==> src/rtl/disp_write_arbiter_pkg.sv <==
// Shared widths, state and grant encodings for the display write arbiter.
package disp_write_arbiter_pkg;

    localparam int unsigned DISP_ADDR_W = 10;
    localparam int unsigned DISP_DATA_W = 16;

    typedef enum logic {
        StIdle  = 1'b0,
        StClear = 1'b1
    } state_e;

    typedef enum logic {
        GntA = 1'b0,
        GntB = 1'b1
    } grant_e;

    // One-hot request/grant vector position for each port.
    localparam int unsigned PORT_A = 0;
    localparam int unsigned PORT_B = 1;

endpackage

==> src/rtl/disp_write_arbiter_rr_arb2.sv <==
// Two-way round-robin arbiter: on a tie the port that did not win last time is granted.
module disp_write_arbiter_rr_arb2
    import disp_write_arbiter_pkg::*;
(
    input  logic [1:0] req_i,
    input  grant_e     last_grant_i,
    output logic [1:0] gnt_o
);

    always_comb begin
        gnt_o = 2'b00;
        unique case (req_i)
            2'b01:   gnt_o = 2'b01;
            2'b10:   gnt_o = 2'b10;
            2'b11:   gnt_o = (last_grant_i == GntA) ? 2'b10 : 2'b01;
            default: gnt_o = 2'b00;
        endcase
    end

endmodule

==> src/rtl/disp_write_arbiter.sv <==
// Shares the display write port between two requesters and runs a whole-RAM clear sequence.
module disp_write_arbiter
    import disp_write_arbiter_pkg::*;
#(
    parameter int unsigned       ADDR_W    = DISP_ADDR_W,
    parameter int unsigned       DATA_W    = DISP_DATA_W,
    parameter int unsigned       CLR_WORDS = 1024,
    parameter logic [DATA_W-1:0] CLR_DATA  = '0
) (
    input  logic              clk_in,
    input  logic              reset_in,
    input  logic              a_req_in,
    input  logic [ADDR_W-1:0] a_addr_in,
    input  logic [DATA_W-1:0] a_data_in,
    output logic              a_ack_o,
    input  logic              b_req_in,
    input  logic [ADDR_W-1:0] b_addr_in,
    input  logic [DATA_W-1:0] b_data_in,
    output logic              b_ack_o,
    input  logic              clr_start_in,
    output logic              clr_busy_o,
    output logic [ADDR_W-1:0] disp_addr_o,
    output logic [DATA_W-1:0] disp_data_o,
    output logic              disp_we_o
);

    localparam int unsigned   CntW    = ADDR_W + 1;
    localparam logic [CntW-1:0] ClrLast = CntW'(CLR_WORDS - 1);

    state_e            state_q;
    grant_e            last_grant_q;
    logic [CntW-1:0]   cnt_q;
    logic              a_ack_q;
    logic              b_ack_q;
    logic              busy_q;
    logic              we_q;
    logic [ADDR_W-1:0] addr_q;
    logic [DATA_W-1:0] data_q;

    logic [1:0] elig;
    logic [1:0] gnt;

    // A port is not re-granted in the cycle its previous write is acknowledged.
    always_comb begin
        elig         = 2'b00;
        elig[PORT_A] = a_req_in & ~a_ack_q;
        elig[PORT_B] = b_req_in & ~b_ack_q;
    end

    disp_write_arbiter_rr_arb2 u_arb (
        .req_i        (elig),
        .last_grant_i (last_grant_q),
        .gnt_o        (gnt)
    );

    always_ff @(posedge clk_in) begin
        if (reset_in) begin
            state_q      <= StIdle;
            last_grant_q <= GntB;
            cnt_q        <= '0;
            a_ack_q      <= 1'b0;
            b_ack_q      <= 1'b0;
            busy_q       <= 1'b0;
            we_q         <= 1'b0;
            addr_q       <= '0;
            data_q       <= '0;
        end else begin
            we_q    <= 1'b0;
            a_ack_q <= 1'b0;
            b_ack_q <= 1'b0;
            unique case (state_q)
                StIdle: begin
                    busy_q <= 1'b0;
                    if (clr_start_in) begin
                        // First clear word is issued directly from the start pulse.
                        busy_q <= 1'b1;
                        we_q   <= 1'b1;
                        addr_q <= '0;
                        data_q <= CLR_DATA;
                        if (ClrLast == '0) begin
                            cnt_q <= '0;
                        end else begin
                            cnt_q   <= CntW'(1);
                            state_q <= StClear;
                        end
                    end else if (gnt[PORT_A]) begin
                        we_q         <= 1'b1;
                        addr_q       <= a_addr_in;
                        data_q       <= a_data_in;
                        a_ack_q      <= 1'b1;
                        last_grant_q <= GntA;
                    end else if (gnt[PORT_B]) begin
                        we_q         <= 1'b1;
                        addr_q       <= b_addr_in;
                        data_q       <= b_data_in;
                        b_ack_q      <= 1'b1;
                        last_grant_q <= GntB;
                    end
                end
                StClear: begin
                    busy_q <= 1'b1;
                    we_q   <= 1'b1;
                    addr_q <= cnt_q[ADDR_W-1:0];
                    data_q <= CLR_DATA;
                    // Leaving here while the last word registers lets arbitration run during
                    // the final busy cycle, so a waiting write lands right as busy drops.
                    if (cnt_q == ClrLast) begin
                        cnt_q   <= '0;
                        state_q <= StIdle;
                    end else begin
                        cnt_q <= cnt_q + CntW'(1);
                    end
                end
                default: state_q <= StIdle;
            endcase
        end
    end

    assign a_ack_o     = a_ack_q;
    assign b_ack_o     = b_ack_q;
    assign clr_busy_o  = busy_q;
    assign disp_we_o   = we_q;
    assign disp_addr_o = addr_q;
    assign disp_data_o = data_q;

endmodule

==> config.mk <==
export PLATFORM = sky130hd
export DESIGN_NAME = disp_write_arbiter
export DESIGN_NICKNAME = d
export VERILOG_FILES = /design/src/rtl/disp_write_arbiter_pkg.sv /design/src/rtl/disp_write_arbiter_rr_arb2.sv /design/src/rtl/disp_write_arbiter.sv
export SDC_FILE = /design/constraint.sdc
export NUM_CORES = 1
export LEC_CHECK = 0
export BUFFER_PORTS_ARGS = -buffer_cell sky130_fd_sc_hd__buf_2
export CORE_MARGIN = 5
export CORE_UTILIZATION = 51
export DETAILED_ROUTE_END_ITERATION = 6
export GPL_TIMING_DRIVEN = 0
export PLACE_DENSITY = 0.88
export SLEW_MARGIN = 20
export SYNTH_ARGS = -nofsm -noshare
export SYNTH_HDL_FRONTEND = slang
export SYNTH_HIERARCHICAL = 1
export SYNTH_SLANG_ARGS = --single-unit
==> constraint.sdc <==
create_clock -name clk_in -period 4 [get_ports clk_in]
set_input_delay 0.2 -clock clk_in [delete_from_list [all_inputs] [get_ports clk_in]]
set_output_delay 0.2 -clock clk_in [all_outputs]
set_load 0.05 [all_outputs]
==> impl_metrics.env <==
export IMPL_outcome="completed"
export IMPL_timing_reg2reg_worst_path_depth=8
export IMPL_synth_yosys_seq_area_share_pct=41.07
export IMPL_path_cells="nor2b_1, a21boi_1, buf_2, buf_2, mux2i_1, nor2_1, a21oi_1, a211oi_1"
export IMPL_drc_violations_left=0
export IMPL_synth_top_flop_cell="dfxtp_1"
export IMPL_detail_route_antenna_nets=0
export IMPL_synth_warning_count=6
export IMPL_cts_max_level=2
export IMPL_num_cts_buffers=5
export IMPL_core_region_area_um2=4000
export IMPL_routed_wl_um=5422
export IMPL_number_of_buffers_inserted_by_hold_repair_at_cts=0
export IMPL_final_setup_viol_count=0
export IMPL_p_leak_nw=1.245
export IMPL_tightestPinTransition_ps=514.9
export IMPL_clockPowerShare_pct=28.5
export IMPL_dp_hpwl_um=4199
export IMPL_grt_remaining_overflow=0
export IMPL_synth_top_cell_area_share_pct=41.07
export IMPL_fraction_of_layout_cells_with_a_size_suffix_above_1_pct=33.72
export IMPL_numPortBuffers=86
export IMPL_report_final_slew_viol_count=0
export IMPL_die_width_um=74.11
export IMPL_crit_end_element="flip-flop"
export IMPL_critical_path_arrival_ps=2080
export IMPL_layout_cells_most_common="buf_2"
export IMPL_synth_cell_types=41
export IMPL_finalWorstPathRequiredPeriod_ps=1908
export IMPL_worst_case_headroom_to_the_max_slew_limit_pct=65.54
export IMPL_start_util_pct=52.39
export IMPL_report_final_hold_viol_count=0
export IMPL_timing_critical_path_required_ps=4170
export IMPL_postSynthRegisterBits=43
export IMPL_antenna_violations_before_repair=0
export IMPL_final_cell_area_um2=2674
export IMPL_global_route_wire_length_before_repair_um=8928
export IMPL_cell_types_with_the_largest_area_share_after_synthesis="dfxtp_1 41%, mux2i_1 12%, nor2_1 10%, a21oi_1 7.2%, a211oi_1 2.5%"
export IMPL_post_drt_via_cell_ratio=5.251
export IMPL_critical_path_top_cell_by_count="buf_2"
export IMPL_clk_latency_ps=300
export IMPL_cts_root_to_sink_buffers=2
export IMPL_async_reset_ff_share_pct=0
export IMPL_floorplan_rows=23
export IMPL_io_pins=87
export IMPL_worstPathMaxFanout=10
export IMPL_switching_power_uw=294.5
export IMPL_cellInternalPower_uw=646.0
export IMPL_cp_slowest_cell="dfxtp_1"
export IMPL_power_density_nw_per_um2=351.7
export IMPL_syn_area_per_cell_um2=8.485
export IMPL_skew_ps=8.171
export IMPL_layout_worst_path_cycle_share_pct=47.69
export IMPL_synth_net_count=305
export IMPL_fin_setup_tns_ps=0
export IMPL_synth_enable_flop_cells=0
export IMPL_cp_top_family="buffers and inverters"
export IMPL_root_buffer="clkbuf_8"
export IMPL_critPathBufInv=2
export IMPL_grt_total_usage_pct=20.70
export IMPL_post_drt_wl_per_cell_um=13.87
export IMPL_timing_setup_critical_path_class="reg2reg"
export IMPL_dieArea_um2=5492
export IMPL_globalplace_congestion=0.8287
export IMPL_place_area_um2=2589
export IMPL_critical_path_max_stage_delay_ps=320
export IMPL_peakVddDrop_mv=0.2305
export IMPL_die_height_um=74.11
export IMPL_detail_route_iter0_violations=187
export IMPL_syn_area_um2=2096
export IMPL_maxClockFrequency_mhz=524.2
export IMPL_sequential_cell_fraction_of_total_power_pct=48.7
export IMPL_grt_pass1_vias=2032
export IMPL_synth_top_area_cell="dfxtp_1"
export IMPL_syn2layout_area_growth_pct=27.58
export IMPL_via_count=2053
export IMPL_antennaDiodeCount=0
export IMPL_holdCritPathClass="in2reg"
export IMPL_cp_depth=8
export IMPL_final_hold_worst_slack_ps=131.5
export IMPL_clock_sinks=43
export IMPL_cts_setup_buffers=0
export IMPL_clk_pin_slew_worst_setup_hold_paths_ps=80
export IMPL_grt_max_degree=14
export IMPL_rsz0062_at_grt="no"
export IMPL_drtPass1Iterations=4
export IMPL_min_path_cells=3
export IMPL_most_common_layout_cells="94 x buf_2, 58 x nor2_1, 43 x dfxtp_1"
export IMPL_post_synth_inst_count=247
export IMPL_p_comb_share_pct=22.8
export IMPL_switching_share_of_power_pct=31.31
export IMPL_finish_net_count=398
export IMPL_cts_tree="yes"
export IMPL_postCtsResizedCells=0
export IMPL_max_cap_violations=0
export IMPL_worstSetupStartpointType="flip-flop"
==> cell type report <==
cell class / instances / area (um2)
fill: 333 / 1326
clock inverter: 2 / 12.51
multi-input combinational: 182 / 1112
tap: 50 / 62.56
timing repair buffer: 86 / 430.4
buffer: 19 / 111.4
clock buffer: 6 / 72.57
sequential: 43 / 860.8
inverter: 3 / 11.26
==> power groups by stage <==
stage | Clock, mW | Sequential (mW) | Combinational, mW
5_1_grt | 0.297 | 0.460 | 0.233
4_1_cts | 0.276 | 0.457 | 0.216
3_5_place_dp | 0 | 0.467 | 0.215
6_report | 0.268 | 0.458 | 0.215
3_3_place_gp | 0 | 0.466 | 0.210
2_1_floorplan | 0 | 0.519 | 0.0968
==> worst min-delay path, stage by stage <==
cell and delay (ps):
buf_2 70, a21oi_1 50, nor2_1 70
==> cells in the mapped netlist (4+ instances only) <==
cell type / instances
dfxtp_1: 43
nand3_1: 6
buf_2: 8
mux2i_1: 26
clkbuf_1: 7
nor2_1: 58
buf_6: 4
nand2_1: 13
o21ai_0: 5
a21oi_1: 30
a211oi_1: 7
==> per-layer routing <==
layer / GRT usage [%] / share of wire (%) / vias to the layer above
met5: 0 / 0 / -
met4: 6.841 / 1.8 / 0
met3: 6.622 / 9.8 / 11
met2: 35.43 / 46 / 84
met1: 24.52 / 43 / 918
li1: - / - / 1040
==> state kept, by name, summed over array words and instances (netlist names) <==
| name | flops |
|---|---|
| a_ack_o | 1 |
| b_ack_o | 1 |
| clr_busy_o | 1 |
| cnt_q | 11 |
| disp_addr_o | 10 |
| disp_data_o | 16 |
| disp_we_o | 1 |
| last_grant_q | 1 |
| state_q | 1 |
==> kinds of logic (layout without fill, tap and decap cells) <==
logic type,count (synthesis),count (layout),synth area share [%]
buffers and inverters,22,116,5.851
AND/OR/NAND/NOR,97,97,21.67
multiplexers,26,26,12.42
adder cells (fa/ha/maj),1,1,0.5969
XOR/XNOR,2,2,0.8360
AO/OA/AOI/OAI,56,56,17.55
flip-flops,43,43,41.07
==> metrics by stage <==
step	power (mW)	setup WS [ps]	utilization [%]	instances
6_report	0.9405	2092	66.84	391
5_1_grt	0.9905	1910	66.84	391
4_1_cts	0.9489	2059	66.84	391
3_5_place_dp	0.6822	2065	64.72	383
3_3_place_gp	0.6764	2124	64.72	383
2_1_floorplan	0.6162	2089	-	247
==> path summary, 6_finish.rpt <==
check | from | endpoint | slack, ps
worst max register to register | a_ack_o$_SDFF_PP0_ | disp_addr_o[7]$_SDFFE_PP0P_ | 2090
worst min register to register | cnt_q[10]$_SDFFE_PP0N_ | cnt_q[10]$_SDFFE_PP0N_ | 480
worst min-delay path | a_data_in[8] | disp_data_o[8]$_SDFFE_PP0P_ | 130
worst max-delay path | a_ack_o$_SDFF_PP0_ | disp_addr_o[7]$_SDFFE_PP0P_ | 2090
Note: power is estimated with default switching activity, not from simulation.
